## config.mk

```make
export PLATFORM = sky130hd
export DESIGN_NAME = dmem_arbiter_flat
export DESIGN_NICKNAME = d
export VERILOG_FILES = /design/src/rtl/dmem_arbiter_if.sv /design/src/rtl/dmem_arbiter.sv /design/src/flat_wrapper.sv
export SDC_FILE = /design/constraint.sdc
export NUM_CORES = 1
export LEC_CHECK = 0
export CAP_MARGIN = 0
export CORE_ASPECT_RATIO = 1.25
export CORE_MARGIN = 5
export CORE_UTILIZATION = 45
export DETAILED_ROUTE_END_ITERATION = 16
export MAX_ROUTING_LAYER = met4
export PLACE_DENSITY = 0.95
export SLEW_MARGIN = 20
export SYNTH_ARGS = -nofsm -noshare
export SYNTH_HDL_FRONTEND = slang
export SYNTH_SLANG_ARGS = --single-unit
```

## constraint.sdc

```tcl
create_clock -name clk -period 13.1 [get_ports clk]
set_input_delay 3.93 -clock clk [delete_from_list [all_inputs] [get_ports clk]]
set_output_delay 3.93 -clock clk [all_outputs]
set_load 0.01 [all_outputs]
```

## src/rtl/dmem_arbiter_if.sv

```systemverilog
// Bundled requester and data-memory signals for dmem_arbiter.
// slave is the arbiter's view; master is the view of the requesters plus the memory.
interface dmem_arbiter_if #(
    parameter int unsigned DM_ADDRESS = 9,
    parameter int unsigned DATA_W     = 32
);
    logic                  m0_req;
    logic                  m0_we;
    logic [DM_ADDRESS-1:0] m0_addr;
    logic [DATA_W-1:0]     m0_wdata;
    logic [2:0]            m0_funct3;
    logic                  m0_gnt;
    logic                  m0_rvalid;
    logic [DATA_W-1:0]     m0_rdata;

    logic                  m1_req;
    logic                  m1_we;
    logic [DM_ADDRESS-1:0] m1_addr;
    logic [DATA_W-1:0]     m1_wdata;
    logic [2:0]            m1_funct3;
    logic                  m1_gnt;
    logic                  m1_rvalid;
    logic [DATA_W-1:0]     m1_rdata;

    logic                  MemRead;
    logic                  MemWrite;
    logic [DM_ADDRESS-1:0] a;
    logic [DATA_W-1:0]     wd;
    logic [2:0]            Funct3;
    logic [DATA_W-1:0]     rd;

    modport slave (
        input  m0_req, m0_we, m0_addr, m0_wdata, m0_funct3,
        input  m1_req, m1_we, m1_addr, m1_wdata, m1_funct3,
        input  rd,
        output m0_gnt, m0_rvalid, m0_rdata,
        output m1_gnt, m1_rvalid, m1_rdata,
        output MemRead, MemWrite, a, wd, Funct3
    );

    modport master (
        output m0_req, m0_we, m0_addr, m0_wdata, m0_funct3,
        output m1_req, m1_we, m1_addr, m1_wdata, m1_funct3,
        output rd,
        input  m0_gnt, m0_rvalid, m0_rdata,
        input  m1_gnt, m1_rvalid, m1_rdata,
        input  MemRead, MemWrite, a, wd, Funct3
    );
endinterface

```

## src/rtl/dmem_arbiter.sv

```systemverilog
// Two-requester data-memory arbiter: grant in IDLE, one-cycle access, then completion pulse.
// Define DMEM_ARB_RR_EN for round-robin tie-breaking; otherwise requester 0 has fixed priority.
module dmem_arbiter #(
    parameter int unsigned DM_ADDRESS = 9,
    parameter int unsigned DATA_W     = 32
) (
    input  logic           clk,
    input  logic           reset,
    dmem_arbiter_if.slave  bus
);
    typedef enum logic [1:0] {IDLE, ACCESS, RESP} state_t;

    state_t                state;
    logic                  id;
    logic                  win_c;
    logic                  any_req_c;
    logic                  sel_we_c;
    logic [DM_ADDRESS-1:0] sel_addr_c;
    logic [DATA_W-1:0]     sel_wdata_c;
    logic [2:0]            sel_funct3_c;

`ifdef DMEM_ARB_RR_EN
    // Holds the requester that wins the next tie; flips to the loser on every grant.
    logic rr_ptr;

    always_comb begin
        win_c = 1'b0;
        if (bus.m0_req && bus.m1_req) begin
            win_c = rr_ptr;
        end else begin
            win_c = bus.m1_req;
        end
    end
`else
    always_comb begin
        win_c = !bus.m0_req;
    end
`endif

    always_comb begin
        any_req_c    = bus.m0_req || bus.m1_req;
        sel_we_c     = win_c ? bus.m1_we     : bus.m0_we;
        sel_addr_c   = win_c ? bus.m1_addr   : bus.m0_addr;
        sel_wdata_c  = win_c ? bus.m1_wdata  : bus.m0_wdata;
        sel_funct3_c = win_c ? bus.m1_funct3 : bus.m0_funct3;
    end

    // Grants are combinational in the IDLE cycle and forced low while reset is held.
    assign bus.m0_gnt = (state == IDLE) && !reset && bus.m0_req && !win_c;
    assign bus.m1_gnt = (state == IDLE) && !reset && bus.m1_req &&  win_c;

    always_ff @(posedge clk or posedge reset) begin
        if (reset) begin
            state         <= IDLE;
            id            <= 1'b0;
            bus.MemRead   <= 1'b0;
            bus.MemWrite  <= 1'b0;
            bus.a         <= '0;
            bus.wd        <= '0;
            bus.Funct3    <= 3'd0;
            bus.m0_rvalid <= 1'b0;
            bus.m1_rvalid <= 1'b0;
            bus.m0_rdata  <= '0;
            bus.m1_rdata  <= '0;
`ifdef DMEM_ARB_RR_EN
            rr_ptr        <= 1'b0;
`endif
        end else begin
            bus.MemRead   <= 1'b0;
            bus.MemWrite  <= 1'b0;
            bus.m0_rvalid <= 1'b0;
            bus.m1_rvalid <= 1'b0;
            case (state)
                IDLE: begin
                    if (any_req_c) begin
                        id           <= win_c;
                        bus.a        <= sel_addr_c;
                        bus.wd       <= sel_wdata_c;
                        bus.Funct3   <= sel_funct3_c;
                        bus.MemRead  <= !sel_we_c;
                        bus.MemWrite <= sel_we_c;
`ifdef DMEM_ARB_RR_EN
                        rr_ptr       <= !win_c;
`endif
                        state        <= ACCESS;
                    end
                end
                ACCESS: begin
                    // rd is valid only while MemRead is high, so capture it on this edge.
                    if (bus.MemRead) begin
                        if (id) begin
                            bus.m1_rdata <= bus.rd;
                        end else begin
                            bus.m0_rdata <= bus.rd;
                        end
                    end
                    bus.m0_rvalid <= !id;
                    bus.m1_rvalid <= id;
                    state         <= RESP;
                end
                RESP: begin
                    state <= IDLE;
                end
                default: begin
                    state <= IDLE;
                end
            endcase
        end
    end
endmodule

```

## src/flat_wrapper.sv

```systemverilog
// flat-port wrapper written by rule: the top's interface ports become plain ports
module dmem_arbiter_flat 
#(
    parameter int unsigned DM_ADDRESS = 9,
    parameter int unsigned DATA_W     = 32
)
  (clk, reset, bus_m0_req, bus_m0_we, bus_m0_addr, bus_m0_wdata, bus_m0_funct3, bus_m1_req, bus_m1_we, bus_m1_addr, bus_m1_wdata, bus_m1_funct3, bus_rd, bus_m0_gnt, bus_m0_rvalid, bus_m0_rdata, bus_m1_gnt, bus_m1_rvalid, bus_m1_rdata, bus_MemRead, bus_MemWrite, bus_a, bus_wd, bus_Funct3);
  dmem_arbiter_if #(.DM_ADDRESS(DM_ADDRESS), .DATA_W(DATA_W)) bus_i ();
  input  logic clk;
  input  logic reset;
  input wire logic [$bits(bus_i.m0_req)-1:0] bus_m0_req;
  input wire logic [$bits(bus_i.m0_we)-1:0] bus_m0_we;
  input wire logic [$bits(bus_i.m0_addr)-1:0] bus_m0_addr;
  input wire logic [$bits(bus_i.m0_wdata)-1:0] bus_m0_wdata;
  input wire logic [$bits(bus_i.m0_funct3)-1:0] bus_m0_funct3;
  input wire logic [$bits(bus_i.m1_req)-1:0] bus_m1_req;
  input wire logic [$bits(bus_i.m1_we)-1:0] bus_m1_we;
  input wire logic [$bits(bus_i.m1_addr)-1:0] bus_m1_addr;
  input wire logic [$bits(bus_i.m1_wdata)-1:0] bus_m1_wdata;
  input wire logic [$bits(bus_i.m1_funct3)-1:0] bus_m1_funct3;
  input wire logic [$bits(bus_i.rd)-1:0] bus_rd;
  output wire logic [$bits(bus_i.m0_gnt)-1:0] bus_m0_gnt;
  output wire logic [$bits(bus_i.m0_rvalid)-1:0] bus_m0_rvalid;
  output wire logic [$bits(bus_i.m0_rdata)-1:0] bus_m0_rdata;
  output wire logic [$bits(bus_i.m1_gnt)-1:0] bus_m1_gnt;
  output wire logic [$bits(bus_i.m1_rvalid)-1:0] bus_m1_rvalid;
  output wire logic [$bits(bus_i.m1_rdata)-1:0] bus_m1_rdata;
  output wire logic [$bits(bus_i.MemRead)-1:0] bus_MemRead;
  output wire logic [$bits(bus_i.MemWrite)-1:0] bus_MemWrite;
  output wire logic [$bits(bus_i.a)-1:0] bus_a;
  output wire logic [$bits(bus_i.wd)-1:0] bus_wd;
  output wire logic [$bits(bus_i.Funct3)-1:0] bus_Funct3;
  assign bus_i.m0_req = bus_m0_req;
  assign bus_i.m0_we = bus_m0_we;
  assign bus_i.m0_addr = bus_m0_addr;
  assign bus_i.m0_wdata = bus_m0_wdata;
  assign bus_i.m0_funct3 = bus_m0_funct3;
  assign bus_i.m1_req = bus_m1_req;
  assign bus_i.m1_we = bus_m1_we;
  assign bus_i.m1_addr = bus_m1_addr;
  assign bus_i.m1_wdata = bus_m1_wdata;
  assign bus_i.m1_funct3 = bus_m1_funct3;
  assign bus_i.rd = bus_rd;
  assign bus_m0_gnt = bus_i.m0_gnt;
  assign bus_m0_rvalid = bus_i.m0_rvalid;
  assign bus_m0_rdata = bus_i.m0_rdata;
  assign bus_m1_gnt = bus_i.m1_gnt;
  assign bus_m1_rvalid = bus_i.m1_rvalid;
  assign bus_m1_rdata = bus_i.m1_rdata;
  assign bus_MemRead = bus_i.MemRead;
  assign bus_MemWrite = bus_i.MemWrite;
  assign bus_a = bus_i.a;
  assign bus_wd = bus_i.wd;
  assign bus_Funct3 = bus_i.Funct3;
  dmem_arbiter #(.DM_ADDRESS(DM_ADDRESS), .DATA_W(DATA_W)) u_core (.clk(clk), .reset(reset), .bus(bus_i));
endmodule
```

**Yosys cells after proc, flatten, opt, wreduce, memory -nomap -nowiden**

Index checks and enable logic that the tools add are counted.

- Bitwise logic cells: 1
- Reduce and logical (&&, ||, !) cells: 14
- Equal/unequal tests: 2
- Multiplexer cells: 12

Operators by type and width:

| cell | number |
|---|---|
| $mux W32 | 1 |
| $mux W9 | 1 |
| $mux W1 | 7 |
| $reduce_and A3 Y1 | 2 |
| $logic_and A1 B1 Y1 | 5 |
| $logic_not A1 Y1 | 4 |
| $pmux W2 S2 | 1 |
| $mux W3 | 1 |
| $eq A2 B1 Y1 const B | 1 |
| $logic_not A2 Y1 | 1 |
| $mux W2 | 1 |
| $ne A2 B1 Y1 const B | 1 |
| $reduce_and A2 Y1 | 1 |
| $logic_or A1 B1 Y1 | 1 |
| $not A1 Y1 | 1 |

- Output and inout port bits: 114
- Logic and storage cells: 40
- Flip-flop bits (word level): 115
- Bits of input ports: 126

**Depth between registers and ports, before layout**

Gate-level depths: netlist (run 1).

- Depth after elaboration: 4
- Mapped depth: 5
- Gate-level depth less buffers: 3

**Least setup slack after synthesis (run 1)**

Ideal clock, no wire load.

- Path type: input-to-output
- Start: input reset
- End: output bus_m1_gnt
- Stages: 2
- Arrival time: 6.856 ns
- Path slack: 2.314 ns
- Required time: 9.170 ns
- Buffers on the path: 0
- Path through: inv_1 > and4b_1

- Longest elaborated chain between the ends: 4

Ends and longest elaborated chain:

| element | line | RTL |
|---|---|---|
| start, declared | flat_wrapper.sv:10 | `input logic reset;` |
| $logic_not A1 Y1 | dmem_arbiter.sv:50 | `assign bus.m1_gnt = (state == IDLE) && !reset && bus.m1_req && win_c;` |
| $logic_and A1 B1 Y1 (3 in series) | dmem_arbiter.sv:50 |  |
| end, declared | flat_wrapper.sv:25 | `output wire logic [$bits(bus_i.m1_gnt)-1:0] bus_m1_gnt;` |

Every way passes these cells.

**Worst setup path after layout (run 1)**

Same ends and word-level chain as after synthesis.

==> out/results.ini, run 1 <==
[layout]
layout.nets = 668
instances_no_fill = 688
post-route-util_pct = 72.45
drive_gt1_share_pct = 34.18
diodes = 0
area_growth_syn_to_layout_pct = 57.56

[hold_path]
worstHoldPathType = flip-flop to flip-flop

[clocking]
cts_hold_buf = 0
cts_buffers = 17
post_cts_buffers = 0
cts_tree = done
cts_root_buf = clkbuf_16
path_clk_slew_ns = 0.05
cts_htree_levels = 4
cts_resized = 0
clk_path_buf_depth = 2
clock_sinks = 115
clk_latency_ns = 0.41

[sta]
fin_crit_sh_pct = 73.87
fin_skew_ns = 0.01409
tns_ns = 0
slew_violations = 0
setup_viol = 0
max_slew_margin_pct = 31.80
worstMarginPinSlew_ns = 1.023
rsz0062_at_grt = false
hold_viol = 0
fin_crit_ns = 9.677
max_freq_ghz = 0.1033

[setup_path]
rrSetupSlack_ns = 11.13
path_max_fanout = 59
worstPathArrival_ns = 5.75
cp-start-kind = primary input
cp_data_required_time_ns = 9.17
cp-end-kind = primary output
crit_path_end = bus_m1_gnt
cp-startpoint = reset
path_class = primary input to primary output
worstReg2RegEnd = u_core.bus.wd[16]
reg2regPathDepth = 4
r2r_start = u_core.state[1]

[global_route]
met2_usage_pct = 36.67
grt_max_degree = 60
overflow = 0
busiest_layer = met2
gr-usage-met1_pct = 21.78
grtUsageMet3_pct = 6.178
antenna_found_initial = 0
grtUsageTotal_pct = 20.59
grt_pass1_wl_mm = 20.72
first_global_vias = 3913

[routing]
ant_nets = 0
via_per_inst = 4.981
drt_iter0_drc = 84
vias = 3427
drc = 0
postRouteWirelength_mm = 13.48
first_pass_iters = 4
avgRoutedWirePerCell_um = 19.59

[power_and_ir_drop]
peakVddDrop_v = 0.0001992
p_per_area_mw_per_mm2 = 241.2
p_int_mw = 1.390
power_switching_share_pct = 28.56
power_frac_comb_pct = 43.1
power.net_switching_mw = 0.5557
seq_power_share_pct = 33.0
p_clk_share_pct = 23.8
leakagePower_nw = 3.429

[synthesis]
syn_avg_cell_area_um2 = 17.13
synth_area_mm2 = 0.005121
synth_top_area_share_pct = 56.19
yosysWarnings = 0
yosysSeqAreaShare_pct = 56.19
synth_area_leader_cell = dfrtp_1
syn_inst = 299
netlist-cell-type-count = 23
yosys-top-cells-area = dfrtp_1 56%, mux2_2 22%, mux2_4 15%
synth_seq_cells = 115
synth_nets = 425

[die]
die_h_um = 129.3
coreArea_mm2 = 0.01114
die_w_um = 105.4
pin_count = 240
fp.dieArea_mm2 = 0.01363
start_util_pct = 45.98
placementRows = 43

[placement]
place_inst = 658
portBuffers = 239
gp_congestion = 0.7850
dp_hpwl_mm = 10.09

[job]
max_cap_violations = 0

[outcome]
status = complete, no violations

[worst max-delay path: stages]
cell,delay [ns]
clkdlybuf4s50_1,0.44
inv_4,0.51
and4b_1,0.29
clkdlybuf4s50_1,0.54
[worst min path at each step]
stage               startpoint                    to  slack (ns)  depth (start not counted)
5_1_grt        u_core.state[1]  u_core.bus.m0_rvalid        0.50                          1
3_5_place_dp   u_core.state[1]  u_core.bus.m0_rvalid        0.47                          1
6_report       u_core.state[1]  u_core.bus.m0_rvalid        0.47                          1
3_3_place_gp   u_core.state[1]  u_core.bus.m0_rvalid        0.46                          1
4_1_cts        u_core.state[1]  u_core.bus.m0_rvalid        0.47                          1
2_1_floorplan  u_core.state[1]  u_core.bus.m0_rvalid        0.45                          1
[per-layer routing]
| metal | vias to the layer above | part of all wire [%] |
|---|---|---|
| li1 | 1553 | - |
| met1 | 1695 | 38 |
| met2 | 156 | 53 |
| met3 | 23 | 6.8 |
| met4 | 0 | 1.7 |
| met5 | - | 0 |
[cell type report]
| class | instances | area (um2) |
|---|---|---|
| clock inverters | 10 | 132.6 |
| clock buffers | 20 | 466.7 |
| flip-flops and latches | 115 | 2878 |
| inverters | 1 | 6.256 |
| multi-input cells | 166 | 2014 |
| fillers | 717 | 3068 |
| repair buffers | 241 | 2402 |
| well taps | 135 | 168.9 |
[synthesized netlist by cell type]
master	instances
buf_6	8
inv_1	1
buf_4	1
and4b_1	1
and2_4	1
nand3_4	1
mux2_1	2
nor2b_1	1
mux2i_1	1
nor2_1	1
and3_1	1
dfrtp_1	115
buf_12	6
and2_1	1
clkbuf_1	1
mux2_4	50
nor3b_2	1
buf_2	1
and2b_1	1
a21oi_1	2
and2_2	1
mux2_2	100
o21a_1	1
[cells in the final DEF, fill, tap and decap left out]
master           count
clkbuf_8             3
nor2b_1              1
clkbuf_16           17
clkinv_4             2
nor2_1               1
mux2_1               2
and4b_1              1
and2b_1              1
bufinv_16            3
mux2_4              50
and2_1               1
and2_4               1
o21a_2               1
buf_4                2
mux2_2             100
and2_2               1
and3_1               1
clkinv_2             5
mux2i_1              1
nor3b_2              1
buf_2                1
clkdlybuf4s50_1    238
inv_4                1
a21oi_1              2
dfrtp_1            115
nand3_4              1
[registers in the layout, summed over array words and instances, names as in the netlist]
name	cells
u_core.bus.a	9
u_core.bus.m0_rvalid	1
u_core.state	2
u_core.bus.MemWrite	1
u_core.bus.m1_rdata	32
u_core.id	1
u_core.bus.m0_rdata	32
u_core.bus.m1_rvalid	1
u_core.bus.Funct3	3
u_core.bus.MemRead	1
u_core.bus.wd	32
[through the flow]
step / hold WS [ns] / power [mW] / cell area, um2 / worst slack (ns)
floorplan: 0.4469 / 1.045 / 5121 / 2.314
global placement: 0.4586 / 1.457 / 7470 / 3.395
detailed placement: 0.4677 / 1.490 / 7470 / 3.393
CTS: 0.4739 / 1.968 / 8069 / 3.370
global route: 0.4994 / 2.039 / 8069 / 3.210
finish: 0.4735 / 1.946 / 8069 / 3.423
[cell families after synthesis]
kind of cell	count (synthesis)	synth area share [%]
mux	153	37.28
simple gates	10	1.686
compound gates	3	0.3421
buf+inv	18	4.495
flops	115	56.19
[power by group through the flow]
| stage | Sequential (mW) | Combinational, mW | Clock, mW |
|---|---|---|---|
| floorplan | 0.708 | 0.337 | 0 |
| global placement | 0.632 | 0.825 | 0 |
| detailed placement | 0.643 | 0.847 | 0 |
| CTS | 0.644 | 0.851 | 0.472 |
| global route | 0.663 | 0.885 | 0.491 |
| finish | 0.643 | 0.839 | 0.464 |
(Power assumes the default switching activity.)
==> run 2: changes to the inputs <==
--- a/config.mk
+++ b/config.mk
@@ -8,10 +8,10 @@
 export CAP_MARGIN = 0
 export CORE_ASPECT_RATIO = 1.25
 export CORE_MARGIN = 5
-export CORE_UTILIZATION = 45
+export CORE_UTILIZATION = 37
 export DETAILED_ROUTE_END_ITERATION = 16
 export MAX_ROUTING_LAYER = met4
-export PLACE_DENSITY = 0.95
+export PLACE_DENSITY = 0.86
 export SLEW_MARGIN = 20
 export SYNTH_ARGS = -nofsm -noshare
 export SYNTH_HDL_FRONTEND = slang
==> constraint.sdc (replaced) <==
create_clock -name clk -period 8.15 [get_ports clk]
set_input_delay 2.445 -clock clk [delete_from_list [all_inputs] [get_ports clk]]
set_output_delay 2.445 -clock clk [all_outputs]
set_load 0.01 [all_outputs]
==> run 2 against run 1 <==
Power rose by 61%. First-iteration DRC count rose by 71%. Clock-buffer cell count rose by 1. Wire length fell by 0.56%. Global-route usage fell by 3.5 points. Clock skew fell by 0.0072 ns. Sequential share of layout area fell by 0.34 points. Largest power group unchanged.
==> out/results.ini, run 2 (synthesized netlist as in run 1, its figures left out) <==
[placement]
gp_congestion = 0.7748
portBuffers = 239
dp_hpwl_mm = 10.18

[layout]
layout_common_cells = 238 x clkdlybuf4s50_1, 115 x dfrtp_1, 100 x mux2_2
layout_commonest_cell = clkdlybuf4s50_1
drive_gt1_share_pct = 34.05
area_growth_syn_to_layout_pct = 59.08
layout.nets = 669
reg_top3 = u_core.bus.m0_rdata: 32 flops, u_core.bus.m1_rdata: 32 flops, u_core.bus.wd: 32 flops

[clocking]
cts_resized = 0
clk_path_buf_depth = 2
cts_buffers = 17
path_clk_slew_ns = 0.05
post_cts_buffers = 0
cts_htree_levels = 4
clock_sinks = 115
cts_tree = done
clk_latency_ns = 0.40
cts_hold_buf = 0
cts_root_buf = clkbuf_16

[setup_path]
cp_common_cell = clkdlybuf4s50_1
cp-startpoint = reset
cp_slowest_cell = clkdlybuf4s50_1
max_stage_delay_ns = 0.55
r2r_start = u_core.state[0]
path_max_fanout = 43
cp_data_required_time_ns = 5.71
path_class = primary input to primary output
worstPathCellList = clkdlybuf4s50_1, inv_4, and4b_1, clkdlybuf4s50_1
cp-end-kind = primary output
cp-start-kind = primary input
worstPathArrival_ns = 4.14

[sta]
max_freq_ghz = 0.1519
hold_viol = 0
fin_crit_sh_pct = 80.76
tns_ns = 0
slew_violations = 0
max_slew_margin_pct = 36.85
worstMarginPinSlew_ns = 0.9473
setup_viol = 0
rsz0062_at_grt = false
fin_skew_ns = 0.006869
fin_crit_ns = 6.582

[routing]
first_pass_iters = 4
drt_iter0_drc = 144
via_per_inst = 4.681
avgRoutedWirePerCell_um = 18.34
drc = 0
postRouteWirelength_mm = 13.41
vias = 3422
ant_nets = 0

[power_and_ir_drop]
power.net_switching_mw = 0.8812
p_int_mw = 2.259
finalPower_mw = 3.141
peakVddDrop_v = 0.0001894
leakagePower_nw = 3.435
power_frac_comb_pct = 42.9
p_per_area_mw_per_mm2 = 385.5
seq_power_share_pct = 32.5
power_switching_share_pct = 28.06
p_clk_share_pct = 24.5

[die]
die_h_um = 141.5
placementRows = 48
pin_count = 240
die_w_um = 115.2
start_util_pct = 37.40
fp.dieArea_mm2 = 0.01631
coreArea_mm2 = 0.01369

[job]
max_cap_violations = 0

[hold_path]
worstHoldPathType = flip-flop to flip-flop
worstHoldStart = u_core.state[1]

[global_route]
grt_pass1_wl_mm = 20.99
overflow = 0
antenna_found_initial = 1
grt_max_degree = 76
grtUsageTotal_pct = 17.08
first_global_vias = 4110

[outcome]
status = complete, no violations

==> run 2: cell types whose count changed in the layout (fill, tap and decap cells not counted), sizes merged <==
| cell | change |
|---|---|
| clkinv | -2 |
| bufinv | +1 |
| diode | +1 |
| buf | +1 |
| clkbuf | +1 |
| clkinvlp | +1 |
==> run 2: power groups by stage <==
stage	registers [mW]	logic, mW	clock network [mW]
finish	1.02	1.35	0.770
global route	1.05	1.42	0.816
CTS	1.02	1.37	0.789
detailed placement	1.03	1.37	0
global placement	1.01	1.33	0
floorplan	1.14	0.542	0
==> run 2: worst paths after layout <==
check	end	slack, ns	depth (start not counted)
max	bus_m1_gnt	1.57	4
min	u_core.bus.m0_rvalid	0.47	1
max reg2reg	u_core.bus.a[2]	6.13	4
min reg2reg	u_core.bus.m0_rvalid	0.47	1
max in group asynchronous	u_core.bus.m0_rdata[1]	4.35	3
min in group asynchronous	u_core.bus.m1_rdata[12]	2.46	2
==> run 2: through the flow <==
stage	hold WS, ns	area, um2	setup WS, ns	instances	util (%)
after floorplan	0.4469	5121	0.3339	299	-
after global placement	0.4618	7527	1.549	699	54.97
after detailed placement	0.4729	7527	1.515	699	54.97
after CTS	0.4728	8144	1.505	730	59.48
after global routing	0.4864	8147	1.401	731	59.49
final	0.4730	8147	1.568	731	59.49
==> run 2: cell type report <==
cell class / count / area [um2]
inverters: 1 / 6.256
clock inverters: 10 / 156.4
well taps: 175 / 219.0
flip-flops and latches: 115 / 2878
fillers: 1079 / 5547
repair buffers: 242 / 2410
multi-input cells: 166 / 2014
clock buffers: 21 / 460.4
diodes: 1 / 2.502
==> run 2: critical path, delay by kind of cell <==
family        cells  cell delay (ns)
simple gates      1             0.28
buf+inv           3             1.40
==> run 2: layer usage <==
layer | wire (um) | track usage (%)
met5 | 0 | -
met4 | 367 | 7.417
met3 | 909 | 5.034
met2 | 6931 | 28.84
met1 | 5197 | 18.55
